## config.mk

```make
export PLATFORM = sky130hd
export DESIGN_NAME = ltile_clb__frac_logic_k_flat
export DESIGN_NICKNAME = d
export VERILOG_FILES = /design/src/rtl/ltile_clb__frac_logic_k_pkg.sv /design/src/rtl/ltile_clb__frac_logic_k_if.sv /design/src/rtl/ltile_clb__frac_logic_k_chain.sv /design/src/rtl/ltile_clb__frac_logic_k.sv /design/src/flat_wrapper.sv
export SDC_FILE = /design/constraint.sdc
export NUM_CORES = 1
export LEC_CHECK = 0
export ABC_AREA = 1
export CAP_MARGIN = 20
export CORE_UTILIZATION = 57
export DETAILED_ROUTE_END_ITERATION = 16
export PLACE_DENSITY_LB_ADDON = 0.05
export SYNTH_ARGS = -nofsm -noshare
export SYNTH_HDL_FRONTEND = slang
export SYNTH_SLANG_ARGS = --single-unit
```

## constraint.sdc

```tcl
create_clock -name prog_clk -period 1.5 [get_ports prog_clk]
set_input_delay 0.3 -clock prog_clk [delete_from_list [all_inputs] [get_ports prog_clk]]
set_output_delay 0.3 -clock prog_clk [all_outputs]
set_load 0.05 [all_outputs]
```

## src/rtl/ltile_clb__frac_logic_k_pkg.sv

```systemverilog
// frac_logic_pkg: shared frame-layout helpers for the fractured LUT logic element
package frac_logic_pkg;

    // Frame width: 2^k truth-table bits followed by three mode bits
    function automatic int cfg_w(input int k);
        return (1 << k) + 3;
    endfunction

    // Mode-bit positions, counted from the end of the truth table
    localparam int OFF_OUT0_SEL = 0;
    localparam int OFF_REG0_EN  = 1;
    localparam int OFF_REG1_EN  = 2;

endpackage

```

## src/rtl/ltile_clb__frac_logic_k_if.sv

```systemverilog
// ltile_clb__frac_logic_k_if: logic inputs, config chain and outputs of one logic element
interface ltile_clb__frac_logic_k_if #(parameter int K = 4);

    logic [K-1:0] frac_logic_in;
    logic         ccff_head;
    logic         ccff_en;
    logic         ccff_commit;
    logic         fle_en;
    logic [1:0]   frac_logic_out;
    logic         ccff_tail;
    logic         cfg_loaded;

    modport master (
        output frac_logic_in, ccff_head, ccff_en, ccff_commit, fle_en,
        input  frac_logic_out, ccff_tail, cfg_loaded
    );

    modport slave (
        input  frac_logic_in, ccff_head, ccff_en, ccff_commit, fle_en,
        output frac_logic_out, ccff_tail, cfg_loaded
    );

endinterface

```

## src/rtl/ltile_clb__frac_logic_k_chain.sv

```systemverilog
// ccff_shadow_chain: serial config shift chain with a shadow copy and a frame bit counter
module ccff_shadow_chain #(
    parameter int W = 19
) (
    input  logic         clk,
    input  logic         rst,
    input  logic         head,
    input  logic         en,
    input  logic         commit,
    output logic [W-1:0] cfg,
    output logic         tail,
    output logic         loaded
);

    localparam int CW = $clog2(W + 1);

    logic [W-1:0]  sr;
    logic [CW-1:0] cnt;

    // Shift on enable; commit snapshots the pre-shift chain and restarts the bit count
    always_ff @(posedge clk or posedge rst) begin
        if (rst) begin
            sr  <= '0;
            cfg <= '0;
            cnt <= '0;
        end else begin
            if (en) sr <= {sr[W-2:0], head};
            if (commit) cfg <= sr;
            if (commit) cnt <= en ? CW'(1) : '0;
            else if (en && cnt != CW'(W)) cnt <= cnt + 1'b1;
        end
    end

    assign tail   = sr[W-1];
    assign loaded = (cnt == CW'(W));

endmodule

```

## src/rtl/ltile_clb__frac_logic_k.sv

```systemverilog
// ltile_clb__frac_logic_k: K-input fractured LUT with shadowed config and bypassable output registers
module ltile_clb__frac_logic_k
    import frac_logic_pkg::*;
#(
    parameter int K = 4
) (
    input logic                     prog_clk,
    input logic                     prog_reset,
    ltile_clb__frac_logic_k_if.slave bus
);

    localparam int N     = 1 << K;
    localparam int CFG_W = cfg_w(K);

    logic [CFG_W-1:0] cfg;
    logic [N-1:0]     tt;
    logic [K-2:0]     a_lo;
    logic             lut_k, lut_lo, lut_hi;
    logic             out0_sel, reg0_en, reg1_en;
    logic [1:0]       comb, q;

    ccff_shadow_chain #(.W(CFG_W)) u_chain (
        .clk    (prog_clk),
        .rst    (prog_reset),
        .head   (bus.ccff_head),
        .en     (bus.ccff_en),
        .commit (bus.ccff_commit),
        .cfg    (cfg),
        .tail   (bus.ccff_tail),
        .loaded (bus.cfg_loaded)
    );

    assign tt       = cfg[N-1:0];
    assign out0_sel = cfg[N + OFF_OUT0_SEL];
    assign reg0_en  = cfg[N + OFF_REG0_EN];
    assign reg1_en  = cfg[N + OFF_REG1_EN];

    // The two halves of the table act as independent (K-1)-input LUTs in fractured mode
    assign a_lo   = bus.frac_logic_in[K-2:0];
    assign lut_k  = tt[bus.frac_logic_in];
    assign lut_lo = tt[{1'b0, a_lo}];
    assign lut_hi = tt[{1'b1, a_lo}];
    assign comb   = {lut_hi, out0_sel ? lut_lo : lut_k};

    // Output registers sample the combinational results when enabled
    always_ff @(posedge prog_clk or posedge prog_reset) begin
        if (prog_reset) q <= '0;
        else if (bus.fle_en) q <= comb;
    end

    assign bus.frac_logic_out = {reg1_en ? q[1] : comb[1], reg0_en ? q[0] : comb[0]};

endmodule

```

## src/flat_wrapper.sv

```systemverilog
// flat-port wrapper written by rule: the top's interface ports become plain ports
module ltile_clb__frac_logic_k_flat import frac_logic_pkg::*;
#(
    parameter int K = 4
)
  (prog_clk, prog_reset, bus_frac_logic_in, bus_ccff_head, bus_ccff_en, bus_ccff_commit, bus_fle_en, bus_frac_logic_out, bus_ccff_tail, bus_cfg_loaded);
  ltile_clb__frac_logic_k_if #(.K(K)) bus_i ();
  input logic prog_clk;
  input logic prog_reset;
  input wire logic [$bits(bus_i.frac_logic_in)-1:0] bus_frac_logic_in;
  input wire logic [$bits(bus_i.ccff_head)-1:0] bus_ccff_head;
  input wire logic [$bits(bus_i.ccff_en)-1:0] bus_ccff_en;
  input wire logic [$bits(bus_i.ccff_commit)-1:0] bus_ccff_commit;
  input wire logic [$bits(bus_i.fle_en)-1:0] bus_fle_en;
  output wire logic [$bits(bus_i.frac_logic_out)-1:0] bus_frac_logic_out;
  output wire logic [$bits(bus_i.ccff_tail)-1:0] bus_ccff_tail;
  output wire logic [$bits(bus_i.cfg_loaded)-1:0] bus_cfg_loaded;
  assign bus_i.frac_logic_in = bus_frac_logic_in;
  assign bus_i.ccff_head = bus_ccff_head;
  assign bus_i.ccff_en = bus_ccff_en;
  assign bus_i.ccff_commit = bus_ccff_commit;
  assign bus_i.fle_en = bus_fle_en;
  assign bus_frac_logic_out = bus_i.frac_logic_out;
  assign bus_ccff_tail = bus_i.ccff_tail;
  assign bus_cfg_loaded = bus_i.cfg_loaded;
  ltile_clb__frac_logic_k #(.K(K)) u_core (.prog_clk(prog_clk), .prog_reset(prog_reset), .bus(bus_i));
endmodule
```

== Word level (Yosys, flattened, before mapping) ==
Cells that the tools add are included.
Storage, ports and cells
  register bits: 45
  input port bits: 10
Cells by class
  order comparisons: 3
  reductions and logical operators: 2
  multiplexer cells: 12
  equality and inequality tests: 2
  add/sub/neg operators: 1
Operator list (count)
  $lt 4x5->1 const B: 2
  $mux 5: 2
  $mux 1: 7
  $bmux 1 s3: 2
  $add 5x1->5 const B: 1
  $eq 5x5->1 const B: 1
  $lt 3x5->1 const B: 1
  $ne 5x5->1 const B: 1
  $bmux 1 s4: 1
  $reduce_bool 2->1: 1
  $logic_and 1x1->1: 1

== Depth between registers and ports, before layout ==
  word-level depth: 4
  gate-level depth with buffers: 9

== Hierarchy ==
From an unflattened synthesis, not the netlist that was laid out.
Unflattened totals
  cell total of the unflattened synthesis: 253
  area, all modules: 2114.5 µm²
By module, submodules not included
  ccff_shadow_chain: sequential area each 1076.0 µm², instances 1, area each 1779.2 µm², cells an instance 185
  ltile_clb__frac_logic_k: sequential area each 50.0 µm², instances 1, area each 335.3 µm², cells an instance 68

== Worst setup path after synthesis ==
No wires, ideal clock.
  path kind: input port to output port
  start point: input port bus_frac_logic_in[0]
  end point: output port bus_frac_logic_out[1]
  arrival: 1.420 ns
  stages: 7
  slack: -0.220 ns
  buffers on the path: 1
  data required time: 1.200 ns
  path through: buf_6 > inv_6 > nand2_2 > nand3_1 > nand3_2 > nand2_2 > o21ai_1
Between the ends
  cells in the longest elaborated chain, start to end: 3
Ends and longest elaborated chain
  start, declared: RTL line flat_wrapper.sv:10  | input wire logic [$bits(bus_i.frac_logic_in)-1:0] bus_frac_logic_in;
  $bmux 1 s3: RTL line ltile_clb__frac_logic_k.sv:42  | assign lut_hi = tt[{1'b1, a_lo}];
  $mux 1 (not written as such): RTL line ltile_clb__frac_logic_k.sv:42
  $mux 1: RTL line ltile_clb__frac_logic_k.sv:51  | assign bus.frac_logic_out = {reg1_en ? q[1] : comb[1], reg0_en ? q[0] : comb[0]};
  end, declared: RTL line flat_wrapper.sv:15  | output wire logic [$bits(bus_i.frac_logic_out)-1:0] bus_frac_logic_out;
Every way passes these cells. The select of a mux whose other input is x is not followed.

== Worst setup path in the final report ==
  start point: register u_core.u_chain.cfg[10]
  end point: register u_core.q[0]
Between the ends
  cells in the longest elaborated chain, start to end: 3
Ends and longest elaborated chain
  start, declared: RTL line ltile_clb__frac_logic_k_chain.sv:10  | output logic [W-1:0] cfg,
  start signal, assigned: RTL line ltile_clb__frac_logic_k_chain.sv:28  | if (commit) cfg <= sr;
  $bmux 1 s4: RTL line ltile_clb__frac_logic_k.sv:40  | assign lut_k = tt[bus.frac_logic_in];
  $mux 1 (not written as such): RTL line ltile_clb__frac_logic_k.sv:40
  $mux 1: RTL line ltile_clb__frac_logic_k.sv:43  | assign comb = {lut_hi, out0_sel ? lut_lo : lut_k};
  end signal, assigned: RTL line ltile_clb__frac_logic_k.sv:48  | else if (bus.fle_en) q <= comb;
  end, declared: RTL line ltile_clb__frac_logic_k.sv:20  | logic [1:0] comb, q;
Every way passes these cells. The select of a mux whose other input is x is not followed.
A chain may end at the register's enable or synchronous reset.

==> flow_summary.ini <==
[sta]
relSlewSlack_pct = 79.0
fin_crit_ns = 1.77
clock_skew_ns = 0.00328
finalCritPeriodShare_pct = 118
whs_ns = 0.276
drv_slew = 0
timing.fmax_mhz = 564
setup_ws_ns = -0.273
finalSetupViolCount = 4
rsz0062_at_grt = true
hold_violations = 0
tns_ns = -0.786
tightest_slew_ns = 0.315

[synthesis]
synth_nets = 255
yosysUniqueCellTypes = 19
syn_inst = 244
synth-seq-cells = 45
synth_async_sr_flop_share_pct = 100
synth-edff-count = 0
synth.top_cell.area_share_pct = 56.9
netlist_area_mm2 = 0.00198
synth_top_area_cell = dfrtp_1
synth_common_cells = 119 x nand2_1, 45 x dfrtp_1, 17 x nand3_1
yosysSeqAreaShare_pct = 56.9
ys.flop_type = dfrtp_1
syn_area_per_cell_um2 = 8.11
netlist_top_cells_area = dfrtp_1 57%, nand2_1 23%, nand3_1 4.3%
yosys_warnings = 0
synth_most_common_cell = nand2_1

[final_layout]
filler_cell_count = 233
multi_input_area_um2 = 769
nets = 293
area_growth_pct = 26.6
stdcell_area_mm2 = 0.00251
drive_above_1_share_pct = 24.7
diodes = 0
layout.area.seq_mm2 = 0.00113

[clock_tree]
htree_levels = 2
cts.sinks = 45
postCtsHoldBufs = 0
cts_tree = built
clk_pin_slew_ns = 0.13
clkLatencyLatePin_ns = 0.35
cts_buffer_depth = 2
root_buffer = clkbuf_4
numCtsBuffers = 5

[grt]
grtUsageTotal_pct = 23.9
grt_max_degree = 46
grt_pass1_vias = 1470
antenna_found_initial = 0
grt-ovfl-total = 0
grt_pass1_wl_um = 6390

[floorplanning]
die_x_um = 60.9
rows = 21
die_height_um = 60.9
dieArea_mm2 = 0.00371
core_area_mm2 = 0.00334
start_util_pct = 59.3
io_pins = 14

[worst_setup_path]
cp_slowest_cell = dfrtp_1
worstPathRequired_ns = 1.75
start_kind = register
path_max_fanout = 3
cp_common_cell = buf_4
startpoint = u_core.u_chain.cfg[10]$_DFFE_PP0P_
worstSetupPathType = reg2reg
cp.depth = 14
rr_worst_depth = 14
r2r_slack_ns = -0.27
path_delay_family = buffers and inverters
r2r_end = u_core.q[0]$_DFFE_PP0P_
r2r-start = u_core.u_chain.cfg[10]$_DFFE_PP0P_
worst-path-buf-inv = 7
max_stage_delay_ns = 0.40
critPathCaptureType = register
critPathArrivalTime_ns = 2.02
path_cells = inv_2 -> nand2_2 -> nand3_2 -> nand3_2 -> nand2_2 -> nand2_2 -> buf_4 -> buf_4 -> buf_4 -> buf_4 -> buf_4 -> buf_4 -> nand3_2 -> nand2_1

[route]
vias = 1664
wl_per_cell_um = 12.6
first_pass_iters = 4
drt-initial-drc-count = 96
drc_errors = 0
ant_nets = 0
routed_via_density = 5.06
totalWireLength_um = 4140

[place]
placed_cell_area_mm2 = 0.00225
port_buffers = 13
dp_slack_ns = -0.436
hpwlAfterDp_um = 2480
gp_congestion = 0.851

[power]
ir_drop_mv = 1.02
powerDensity_mw_per_mm2 = 1100
p_leak_uw = 0.00131

[status]
violations = negative setup slack
status = finished with violations

[flow_run]
drv_cap = 0

[worst_hold_path]
holdCritPathClass = in2async
## metal layers
metal	vias up	track usage, %	part of all wire [%]
li1	830	-	-
met1	793	31.7	46
met2	33	38.6	49
met3	8	5.54	3.4
met4	0	9.09	1.3
met5	-	0	0
## worst reg2reg max path, delay by kind of cell, from the launching register on
kind,cells,cell delay [ns]
buffers and inverters,7,0.80
and+or+nand+nor,7,0.45
DFF,1,0.40
## flip-flops by register name, summed over array words and instances (netlist names)
name / count
u_core.u_chain.cfg: 19
u_core.u_chain.cnt: 5
u_core.u_chain.sr: 19
u_core.q: 2
## metrics by stage
step | power, µW | instances | utilization [%]
6_report | 2760 | 329 | 75.1
5_1_grt | 2910 | 329 | 75.1
4_1_cts | 2710 | 321 | 72.3
3_5_place_dp | 2080 | 300 | 67.3
3_3_place_gp | 2060 | 300 | 67.3
2_1_floorplan | 1860 | 244 | -
## worst max path at each step
stage	to
4_1_cts	bus_frac_logic_out[0]
6_report	u_core.q[0]$_DFFE_PP0P_
3_5_place_dp	bus_frac_logic_out[0]
3_3_place_gp	bus_frac_logic_out[0]
2_1_floorplan	bus_frac_logic_out[0]
5_1_grt	u_core.q[0]$_DFFE_PP0P_
## area by class of cell
cell class	count	share of cell area, %
tap	46	2.30
timing repair buffer	40	16.4
inverter	23	3.64
multi-input combinational	167	30.7
clock buffer	6	1.65
clock inverter	2	0.399
sequential	45	44.9
## placed cells by master, fill, tap and decap left out
cell type        instances
inv_6                    1
nand4_4                  1
clkdlybuf4s50_1          6
nand2_2                  9
nand3_2                  7
clkbuf_1                 1
dlymetal6s2s_1           1
nand2_1                115
dfrtp_1                 45
clkbuf_4                 5
a21oi_1                  3
buf_12                   7
inv_2                   12
dlygate4sd2_1            2
ha_2                     1
clkinv_2                 2
clkinv_1                 1
nand4_1                  1
nand3_1                 11
buf_4                   24
o211ai_1                 1
nor2_1                   2
nor3_1                   1
o21ai_2                  1
o21ai_1                 14
inv_1                    9
## where the power goes
group          switching [µW]  leakage [µW]  internal [µW]
registers                 125      0.000597           1390
logic                     365      0.000684            327
clock network             378     0.0000320            179
total                     868       0.00131           1890
## repair_timing
item	CTS	global route
endpoints found under the hold margin	0	0
gates cloned	0	0
gates resized for setup	10	10
pin swaps	8	8
endpoints found under the setup margin	3	4
setup buffers	13	8
## cells by family after synthesis
logic type	share of synthesized area [%]
compound gates	4.93
fa+ha+maj	0.632
buf+inv	7.02
flops	56.9
simple gates	30.5
Power figures use the tool's default switching activity.
